**src/rtl/mb_mode_scheduler.sv**
```systemverilog
// Macroblock mode-pick scheduler.
// Walks a frame of mb_w x mb_h macroblocks in raster order. For each one it
// launches the luma and chroma mode picks together, waits for both to
// finish, presents the result for writeback, then advances the coordinates.
//
// Handshake: the writeback transfer happens on a rising edge where mb_valid
// and mb_ready are both high. Once raised, mb_valid stays high until that
// transfer, and x/y stay stable from launch until the transfer is complete.
//
// Every output is either a register or a direct decode of the one-hot state
// register, so no input has a combinational path to an output.
module mb_mode_scheduler #(
  parameter int COORD_W = 10
) (
  input  logic               clk,
  input  logic               rst_n,
  input  logic               frame_start,
  input  logic [COORD_W-1:0] mb_w,
  input  logic [COORD_W-1:0] mb_h,
  output logic               luma_start,
  input  logic               luma_done,
  output logic               uv_start,
  input  logic               uv_done,
  output logic [COORD_W-1:0] x,
  output logic [COORD_W-1:0] y,
  output logic               mb_valid,
  input  logic               mb_ready,
  output logic               busy,
  output logic               frame_done,
  output logic [5:0]         state_dbg
);

  typedef enum logic [5:0] {
    IDLE   = 6'b000001,
    LAUNCH = 6'b000010,
    RUN    = 6'b000100,
    EMIT   = 6'b001000,
    ADV    = 6'b010000,
    FDONE  = 6'b100000
  } state_t;

  state_t             state;
  state_t             state_nx;
  logic [COORD_W-1:0] w_lat;
  logic [COORD_W-1:0] h_lat;
  logic [COORD_W-1:0] w_last;
  logic [COORD_W-1:0] h_last;
  logic               l_ok;
  logic               u_ok;
  logic               x_at_end;
  logic               last_mb;

  // Last valid column/row index; only used while the latched dims are nonzero.
  assign w_last   = w_lat - COORD_W'(1);
  assign h_last   = h_lat - COORD_W'(1);
  assign x_at_end = (x == w_last);
  assign last_mb  = x_at_end && (y == h_last);

  // State register; reset abandons any frame in progress.
  always_ff @(posedge clk or negedge rst_n) begin
    if (!rst_n) begin
      state <= IDLE;
    end else begin
      state <= state_nx;
    end
  end

  // Next-state logic.
  always_comb begin
    state_nx = state;
    unique case (state)
      IDLE: begin
        if (frame_start) begin
          // An empty frame skips straight to completion.
          if ((mb_w == '0) || (mb_h == '0)) state_nx = FDONE;
          else                              state_nx = LAUNCH;
        end
      end
      LAUNCH: state_nx = RUN;
      RUN: begin
        // A done pulse arriving this cycle counts as if its flag were set.
        if ((l_ok || luma_done) && (u_ok || uv_done)) state_nx = EMIT;
      end
      EMIT: begin
        if (mb_ready) state_nx = ADV;
      end
      ADV:     state_nx = last_mb ? FDONE : LAUNCH;
      FDONE:   state_nx = IDLE;
      default: state_nx = IDLE;
    endcase
  end

  // Frame dims, coordinates and sticky pick-done flags.
  always_ff @(posedge clk or negedge rst_n) begin
    if (!rst_n) begin
      w_lat <= '0;
      h_lat <= '0;
      x     <= '0;
      y     <= '0;
      l_ok  <= 1'b0;
      u_ok  <= 1'b0;
    end else begin
      unique case (state)
        IDLE: begin
          if (frame_start) begin
            w_lat <= mb_w;
            h_lat <= mb_h;
            x     <= '0;
            y     <= '0;
          end
        end
        LAUNCH: begin
          l_ok <= 1'b0;
          u_ok <= 1'b0;
        end
        RUN: begin
          if (luma_done) l_ok <= 1'b1;
          if (uv_done)   u_ok <= 1'b1;
        end
        ADV: begin
          // The last macroblock holds its coordinates so neither ever
          // reaches the latched width or height.
          if (!last_mb) begin
            if (x_at_end) begin
              x <= '0;
              y <= y + COORD_W'(1);
            end else begin
              x <= x + COORD_W'(1);
            end
          end
        end
        default: begin
        end
      endcase
    end
  end

  // Output decode straight from the state register.
  assign luma_start = (state == LAUNCH);
  assign uv_start   = (state == LAUNCH);
  assign mb_valid   = (state == EMIT);
  assign busy       = (state != IDLE);
  assign frame_done = (state == FDONE);
  assign state_dbg  = state;

endmodule

```
**config.mk**
```make
export PLATFORM = sky130hd
export DESIGN_NAME = mb_mode_scheduler
export DESIGN_NICKNAME = d
export VERILOG_FILES = /design/src/rtl/mb_mode_scheduler.sv
export SDC_FILE = /design/constraint.sdc
export NUM_CORES = 1
export LEC_CHECK = 0
export ABC_AREA = 1
export ABC_CLOCK_PERIOD_IN_PS = 4900
export BUFFER_PORTS_ARGS = -buffer_cell sky130_fd_sc_hd__buf_2
export CAP_MARGIN = 20
export CORE_ASPECT_RATIO = 0.9
export CORE_MARGIN = 2
export CORE_UTILIZATION = 60
export CTS_CLUSTER_DIAMETER = 40
export CTS_CLUSTER_SIZE = 30
export DETAILED_ROUTE_END_ITERATION = 16
export PLACE_DENSITY = 0.85
export SLEW_MARGIN = 20
export SYNTH_ARGS = -nofsm -noshare
export SYNTH_HDL_FRONTEND = slang
export SYNTH_SLANG_ARGS = --single-unit
```
**constraint.sdc**
```tcl
create_clock -name clk -period 4.9 [get_ports clk]
set_input_delay 0.98 -clock clk [delete_from_list [all_inputs] [get_ports clk]]
set_output_delay 0.98 -clock clk [all_outputs]
set_load 0.03 [all_outputs]
```
==> run summary <==
For this block, the initial DRC count from the detailed router was 186. Across all register-to-register paths, the minimum setup slack is 2.25 ns. The slew at the pin closest to its max-slew limit works out to 0.959 ns. The number of failing setup endpoints in the final timing report was 0; the number of top-level pins was 57. The worst path buffer plus inverter count came out at 1. The die covers 5970 um2. Measured along the y axis, the die boundary spans 73.5 um.

For this run, the number of Yosys warnings is 0. The number of cells on the worst reg-to-reg path is 8. In the synthesized netlist the dominant register cell turns out to be sky130_fd_sc_hd__dfrtp_1. The number of maximum-capacitance constraint violations was 0. Traced cell by cell, the critical path runs through nor2_1 > nand4_1 > inv_1 > nand4_1 > nand2_1 > nand3_2 > nand2_1 > nand2_1.

After clock tree synthesis, the clock-pin slew on the worst setup and hold paths is 0.09 ns. The unique cell type count in the Yosys netlist came out at 32. On the critical path, the stage with the largest delay is an instance of sky130_fd_sc_hd__inv_1. The critical path in this run is classified as reg2reg. The area growth from synthesis to layout was 12.7%.

The run gives 2 as the number of H-tree levels. The worst hold path terminates at u_ok. The largest fanout on the critical path came out at 11.

Dividing total power by cell area gives a power density of 463 nW/um2. The average wire per standard cell is 12.8 um, and the largest net degree at the start of global routing is 49. For this run, design rule violations remaining after detail routing come to 0. The clock drives 48 sinks.

Routability-driven placement finished with a final weighted congestion of 0.846. The cell family contributing the most delay on the critical path is simple AND/OR/NAND/NOR gates. The via total after detailed routing is 2,975, and the cell depth of the worst min-delay path is 2.

The cell sitting at the root of the clock tree is a sky130_fd_sc_hd__clkbuf_8. Share of the clock period used by the worst path: 0.542. Setup repair after global routing left no endpoint under its margin.

The final count of pins violating max slew was 0; the setup slack after layout was 2.25 ns. The routed design has 7160 um of wire. Across the routed clock network, the largest skew measured is 0.00714 ns. The run gives 0.373 as the sequential area share after synthesis. In this run the most critical hold path is launched from u_ok. The logs give 0.359 for the worst slew margin relative to its limit and 442 for the synthesized netlist cell count. The worst register-to-register path begins at state_dbg[1]. The number of nets handed over by synthesis was 472. After clock tree synthesis, the repair step resized 0 gates. Buffers inserted during clock tree synthesis total 5. Counting flops with a built-in enable in the synthesized netlist gives 0.

Startpoint of the worst setup timing path: state_dbg[1]. In the final design database the tool counted 521 nets. The layout cell share with drive strength beyond 1 came out at 0.197. The async set-reset flop share out of synthesis is 1.00, and the number of post-CTS setup repair buffers is 0. For this run, the top clock speed supported by timing is 377 MHz. For the initial antenna violation count, the log shows 0. The flow ran to the end, and the final reports show no timing, DRC or antenna violations. The tools report the post-cts hold buffer count as 0.

For the antenna diode count, the log shows 0. Data arrives at the worst endpoint at 2.85 ns. For the number of failing hold endpoints at the final stage, the log shows 0. The first-pass iteration count of the detailed router was 4; the number of nets with antenna violations after detailed routing was 0.

The capture instance of the worst register-to-register path was y[9]. The static leakage came out at 1.89 nW. The stage delay of the slowest cell on the critical path is 0.47 ns. The core region is 5220 um2. In this run the worst hold path is classified as reg2reg. STA classifies the critical path startpoint as a flip-flop. The synthesized design contains 48 register bits. In this design, the critical path's most frequently occurring cell is sky130_fd_sc_hd__nand2_1.

The initial core utilization came out at 0.617. STA classifies the critical path endpoint as a flip-flop. Residual overflow from global routing: 0. Maximum vdd drop: 280 uV. Summing every instance area after synthesis gives 3220 um2. The width of the die came out at 81.3 um.

The via count of the first global-routing pass is 2,784, and the mean number of vias per cell is 5.32. The time the worst path needs with I/O delays and setup came out at 2.65 ns. Buffers placed on the I/O ports in this run total 56.

The first global-routing pass estimated 12,400 um of wire. Summed over all failing endpoints, the final setup total negative slack is 0 ns. The mean area per synthesized cell was 7.29 um2; the data required time of the worst path was 5.10 ns. TritonCTS built the clock tree. The clock latency on the worst-skew pair is 0.30 ns. Counting along the longest clock path gives a buffer depth of 2. The HPWL after detailed placement is 5590 um.

Aggregate global-route resource usage: 0.265. Timing analysis after detailed placement gives a worst setup slack of 2.31 ns. The tools report the count of standard-cell rows as 25.
-- cell usage in the layout (no fill, tap or decap), types with 2 or more instances in the layout --
cell type / n
sky130_fd_sc_hd__mux2_2: 7
sky130_fd_sc_hd__ha_1: 4
sky130_fd_sc_hd__clkbuf_8: 5
sky130_fd_sc_hd__nor4_1: 5
sky130_fd_sc_hd__buf_2: 55
sky130_fd_sc_hd__nand2_2: 5
sky130_fd_sc_hd__nor2_2: 5
sky130_fd_sc_hd__nor2_4: 3
sky130_fd_sc_hd__inv_2: 4
sky130_fd_sc_hd__nor3b_1: 2
sky130_fd_sc_hd__nor2_1: 57
sky130_fd_sc_hd__buf_4: 3
sky130_fd_sc_hd__a21oi_1: 14
sky130_fd_sc_hd__o21ai_0: 13
sky130_fd_sc_hd__nand3b_1: 3
sky130_fd_sc_hd__or2_2: 3
sky130_fd_sc_hd__nand3_2: 2
sky130_fd_sc_hd__nor3_1: 2
sky130_fd_sc_hd__dfrtp_1: 47
sky130_fd_sc_hd__nand4_1: 23
sky130_fd_sc_hd__xnor2_1: 13
sky130_fd_sc_hd__inv_1: 44
sky130_fd_sc_hd__nand3_1: 35
sky130_fd_sc_hd__xor2_1: 21
sky130_fd_sc_hd__nand2_1: 109
-- Yosys cell counts (all sizes together) (3+ instances only) --
library cell,number,area share
nand2,114,0.14
nor2,65,0.087
inv,48,0.056
dfrtp,47,0.36
nand3,37,0.061
nand4,23,0.045
xor2,21,0.057
a21oi,15,0.024
o21ai,13,0.020
xnor2,13,0.035
buf,8,0.015
clkbuf,8,0.0097
mux2,7,0.024
nor4,6,0.016
ha,4,0.016
or2,4,0.0078
nand3b,3,0.0070
-- routing by layer --
metal	vias up	routed length [um]	GRT usage
met4	0	104	0.0829
met3	11	479	0.0577
met5	-	0	0
met2	92	3330	0.426
met1	1348	3240	0.361
li1	1524	-	-
-- per-stage QoR --
stage / power (mW) / instance area (um2) / utilization / hold WS [ns] / instances
final: 1.68 / 3630 / 0.695 / 0.544 / 559
after global routing: 1.81 / 3630 / 0.695 / 0.575 / 559
after CTS: 1.68 / 3630 / 0.695 / 0.547 / 559
after detailed placement: 1.40 / 3520 / 0.674 / 0.535 / 551
after global placement: 1.37 / 3520 / 0.674 / 0.520 / 551
after floorplan: 1.23 / 3220 / - / 0.494 / 442
-- cell type report --
type | count | area [um2]
Timing Repair Buffer | 58 | 298
Tap cell | 67 | 83.8
Clock buffer | 6 | 72.6
Sequential cell | 48 | 1200
Inverter | 48 | 180
Multi-Input combinational cell | 330 | 1760
Fill cell | 454 | 1590
Clock inverter | 2 | 35.0
-- worst register-to-register path: stages (launching register included) --
cell,delay (ns)
sky130_fd_sc_hd__dfrtp_1,0.44
sky130_fd_sc_hd__nor2_1,0.23
sky130_fd_sc_hd__nand4_1,0.45
sky130_fd_sc_hd__inv_1,0.47
sky130_fd_sc_hd__nand4_1,0.16
sky130_fd_sc_hd__nand2_1,0.33
sky130_fd_sc_hd__nand3_2,0.29
sky130_fd_sc_hd__nand2_1,0.13
sky130_fd_sc_hd__nand2_1,0.06
-- registers in the layout, indices dropped and copies added, names as in the netlist --
register	cells
l_ok	1
state_dbg	6
y	10
u_ok	1
h_lat	10
x	10
w_lat	10
-- where the power goes --
group          internal [mW]  switching [mW]
logic                  0.284           0.489
clock network          0.152           0.130
registers              0.500           0.125
total                  0.936           0.744
-- kinds of logic (layout without fill, tap and decap cells) --
family,count (synthesis),in the layout,share of synthesized area
and+or+nand+nor,257,257,0.369
adders and majority gates,4,4,0.0155
DFF,48,48,0.373
xor gates and xnor gates,34,34,0.0924
buffers and inverters,64,114,0.0807
muxes,7,7,0.0245
AOI/OAI and AO/OA,28,28,0.0446
-- how the worst max path moves through the flow --
| stage | endpoint | cells past startpoint |
|---|---|---|
| after floorplan | uv_start | 4 |
| after global placement | y[1] | 8 |
| after detailed placement | y[8] | 8 |
| after CTS | y[9] | 8 |
| after global routing | y[4] | 8 |
| final | y[9] | 8 |
Power figures use the tool's default switching activity.
